===== src/rtl/muxn_rr.sv =====
// N-way valid/ready multiplexer with internal round-robin or fixed-priority
// arbitration feeding a single registered output stage (one-cycle latency).
module muxn_rr #(
  parameter int WIDTH = 8,
  parameter int N     = 4,
  parameter bit RR    = 1'b1,
  localparam int SW   = (N > 2) ? $clog2(N) : 1
) (
  input  logic                 clk,
  input  logic                 reset_n,
  input  logic [N-1:0]         in_valid,
  output logic [N-1:0]         in_ready,
  input  logic [N*WIDTH-1:0]   in_data,
  output logic                 out_valid,
  input  logic                 out_ready,
  output logic [WIDTH-1:0]     out_data,
  output logic [SW-1:0]        out_sel
);

  localparam logic [SW:0]   N_EXT = (SW+1)'(N);
  localparam logic [SW-1:0] LAST  = SW'(N - 1);

  logic             load_en;
  logic             grant_any;
  logic [SW-1:0]    grant_idx;
  logic [SW:0]      cand;
  logic [SW-1:0]    ptr_reg;
  logic [SW-1:0]    ptr_next;
  logic [WIDTH-1:0] sel_data;

  assign load_en = !out_valid || out_ready;

  // Search starts at ptr and wraps modulo N; with fixed priority ptr stays 0.
  always_comb begin
    grant_any = 1'b0;
    grant_idx = '0;
    cand      = '0;
    for (int k = 0; k < N; k++) begin
      cand = {1'b0, ptr_reg} + (SW+1)'(k);
      if (cand >= N_EXT) begin
        cand = cand - N_EXT;
      end
      if (!grant_any && in_valid[cand[SW-1:0]]) begin
        grant_any = 1'b1;
        grant_idx = cand[SW-1:0];
      end
    end
    if (!(reset_n && load_en)) begin
      grant_any = 1'b0;
    end
  end

  for (genvar gi = 0; gi < N; gi++) begin : g_ready
    assign in_ready[gi] = grant_any && (grant_idx == SW'(gi));
  end

  always_comb begin
    sel_data = '0;
    for (int k = 0; k < N; k++) begin
      if (grant_idx == SW'(k)) begin
        sel_data = in_data[k*WIDTH +: WIDTH];
      end
    end
  end

  assign ptr_next = (grant_idx == LAST) ? '0 : grant_idx + 1'b1;

  always_ff @(posedge clk or negedge reset_n) begin
    if (!reset_n) begin
      out_valid <= 1'b0;
      out_data  <= '0;
      out_sel   <= '0;
      ptr_reg   <= '0;
    end else if (load_en) begin
      if (grant_any) begin
        out_valid <= 1'b1;
        out_data  <= sel_data;
        out_sel   <= grant_idx;
        if (RR) begin
          ptr_reg <= ptr_next;
        end
      end else begin
        out_valid <= 1'b0;
      end
    end
  end

endmodule

===== config.mk =====
export PLATFORM = sky130hd
export DESIGN_NAME = muxn_rr
export DESIGN_NICKNAME = d
export VERILOG_FILES = /design/src/rtl/muxn_rr.sv
export SDC_FILE = /design/constraint.sdc
export NUM_CORES = 1
export LEC_CHECK = 0
export BUFFER_PORTS_ARGS = -buffer_cell sky130_fd_sc_hd__buf_2
export CAP_MARGIN = 5
export CORE_MARGIN = 2
export CORE_UTILIZATION = 25
export DETAILED_ROUTE_END_ITERATION = 10
export GPL_TIMING_DRIVEN = 0
export PLACE_DENSITY = 0.48
export REMOVE_ABC_BUFFERS = 1
export SLEW_MARGIN = 0
export SYNTH_ARGS = -nofsm -noshare
export SYNTH_HDL_FRONTEND = slang
export SYNTH_SLANG_ARGS = --single-unit

===== constraint.sdc =====
create_clock -name clk -period 3.7 [get_ports clk]
set_input_delay 0.925 -clock clk [delete_from_list [all_inputs] [get_ports clk]]
set_output_delay 0.925 -clock clk [all_outputs]
set_load 0.1 [all_outputs]

==> results.py <==
metrics = {
    "critical_path": {
        "cp.required_ns": 2.77,
        "cp_slowest_cell": "or4_4",
        "rr_worst_depth": 9,
        "r2r_slack_ns": 1.02,
        "slowest_delay_ns": 0.55,
        "crit_path_end_kind": "output port",
        "cp-start-kind": "primary input",
        "cp.arrival_ns": 2.62,
        "crit_fanout": 17,
        "worst_r2r_startpoint": "ptr_reg[0]$_DFFE_PN0P_",
        "crit_path_cell_trace": "buf_2 > or4_4 > nand3_1 > ha_2 > and2_1 > clkbuf_4",
        "path_class": "in2out",
        "timing.rr.end": "out_data[5]$_DFFE_PN0P_",
    },
    "floorplanning": {
        "initial_utilization_pct": 26.6,
        "core_area_um2": 3420,
        "ios": 54,
        "dieWidth_um": 64.3,
        "rows": 21,
        "die_y_um": 64.3,
        "dieArea_um2": 4130,
    },
    "place": {
        "gp_congestion": 0.699,
        "placed_cell_area_um2": 1170,
        "place_inst": 199,
        "io_buffers": 53,
        "dp_hpwl_um": 1820,
    },
    "finish": {
        "syn2layout_area_growth_pct": 33.7,
        "final_cells": 203,
        "largest_reg_flops": 8,
        "drive_above_1_share_pct": 38.9,
        "diodes": 0,
        "design_area_um2": 1210,
        "layout.nets": 201,
        "nFillCells": 390,
    },
    "timing": {
        "setup_viol": 0,
        "period_minus_slack_ns": 3.55,
        "period_share_pct": 95.9,
        "slew_headroom_pct": 60.7,
        "finalHoldViolCount": 0,
        "tightest_slew_ns": 0.588,
        "max_clock_freq_mhz": 282,
        "slew_viol_final": 0,
        "rsz0062_at_grt": "no",
        "fin_skew_ns": 0.00766,
    },
    "cts": {
        "clk_latency_ns": 0.28,
        "cts.sinks": 13,
        "cts_setup_buffers": 0,
        "clk_pin_slew_worst_paths_ns": 0.08,
        "cts_buffers": 3,
        "holdBufCountCts": 0,
        "ctsRootBufferMaster": "clkbuf_4",
        "tritoncts": "built",
        "cts-htree-levels": 1,
        "clk_path_buf_depth": 2,
    },
    "synth": {
        "synth_top_area_share_pct": 35.8,
        "synth-edff-count": 0,
        "yosysWarningCount": 0,
        "ys_ff_latch": 13,
        "synth_cell_type_count": 26,
        "syn_area_um2": 908,
        "syn_area_per_cell_um2": 8.41,
        "yosys.area.top_type": "dfrtp_1",
        "synth.area.top_cells": "dfrtp_1 (36%), a221oi_1 (7.7%), a211o_1 (6.7%), a31oi_1 (5.5%), ha_1 (5.5%)",
        "async_flop_share_pct": 100,
        "synthTopCellsByCount": "dfrtp_1 (13), nand2_1 (13), inv_1 (11), nor2_1 (11)",
        "syn_inst": 108,
        "ys_seq_area_share_pct": 35.8,
        "synthFlopType": "dfrtp_1",
    },
    "global_routing": {
        "antenna_found_initial": 0,
        "grt_pass1_vias": 994,
        "grt_usage_pct": 12.9,
        "overflow": 0,
        "grt_max_degree": 28,
        "grt_first_pass_wirelength_um": 4210,
    },
    "power_and_ir_drop": {
        "powerDensity_nw_per_um2": 938,
        "p_leak_nw": 0.614,
        "vdd_drop_max_mv": 0.389,
        "totalPowerFinal_w": 0.00114,
    },
    "drt": {
        "drc": 0,
        "drt_wl_total_um": 2490,
        "drt_iter0_drc": 13,
        "ant_nets": 0,
        "dr.pass1.iters": 4,
        "vias_per_cell": 4.64,
        "wl_per_cell_um": 12.3,
        "vias": 941,
    },
    "run_status": {
        "status": "complete, no violations",
    },
    "run": {
        "drv_cap": 0,
    },
    "worst_hold_path": {
        "hold_path.startpoint": "out_valid$_DFFE_PN0N_",
        "min_path_cells": 2,
        "hold_path_end": "out_valid$_DFFE_PN0N_",
        "hp-class": "reg2reg",
    },
}
-- through the flow --
stage / util [%] / hold slack, ns / setup slack, ns / TNS, ns
after floorplan: - / 0.562 / -0.0301 / -0.0301
after global placement: 34.4 / 0.482 / -0.116 / -0.212
after detailed placement: 34.4 / 0.487 / -0.116 / -0.220
after CTS: 35.3 / 0.509 / 0.0567 / 0
after global routing: 35.6 / 0.547 / 0.0136 / 0
final: 35.6 / 0.500 / 0.152 / 0
-- logic make-up after synthesis --
family	after synthesis	share of synthesized area [%]
AND/OR/NAND/NOR	37	19.3
AO/OA/AOI/OAI	34	27.5
buffers and inverters	19	10.7
flip-flops	13	35.8
adder cells (fa/ha/maj)	4	5.51
multiplexers	1	1.10
-- timing repair --
action / in CTS / in global routing
cloned: 0 / 0
endpoints found under the setup margin: 3 / 3
gates resized for setup: 3 / 3
-- worst max path at each step --
stage	startpoint	endpoint	cells past startpoint
finish	in_valid[0]	in_ready[2]	6
global route	in_valid[3]	in_ready[3]	7
CTS	in_valid[3]	in_ready[1]	7
detailed placement	in_valid[3]	in_ready[3]	7
global placement	in_valid[0]	in_ready[2]	6
floorplan	in_valid[0]	in_ready[2]	4
-- per-layer routing --
metal	vias up	track usage (%)	routed length [um]
li1	479	-	-
met1	422	14.8	1110
met2	36	22.8	1140
met3	4	3.87	212
met4	0	3.99	27
met5	-	0	0
-- power breakdown --
| part | internal [W] | switching (W) |
|---|---|---|
| Combinational | 0.000194 | 0.000621 |
| Clock | 0.0000418 | 0.0000499 |
| Sequential | 0.000200 | 0.0000329 |
-- area by class of cell --
cell class	count	area, um^2	share of cell area [%]
clock buffer	4	26.3	2.16
sequential	13	325	26.8
timing repair buffer	53	273	22.5
inverter	11	41.3	3.40
multi-input combinational	76	492	40.5
tap	46	57.6	4.74
-- cell usage in the layout, fill, tap and decap left out, types with 2 or more instances in the layout --
cell type / instances
a211o_1: 7
a21oi_1: 4
a221oi_1: 8
a31oi_1: 8
and2_1: 4
buf_2: 50
clkbuf_4: 6
dfrtp_1: 13
ha_1: 2
ha_2: 2
inv_1: 11
nand2_1: 13
nor2_1: 11
nor2b_1: 4
o21ai_0: 2
-- critical path: cells and delay by family --
kind                     cells  cell delay [ns]
buffers and inverters        2             0.44
AND/OR/NAND/NOR              3             0.87
adder cells (fa/ha/maj)      1             0.39
Power figures use the tool's default switching activity.
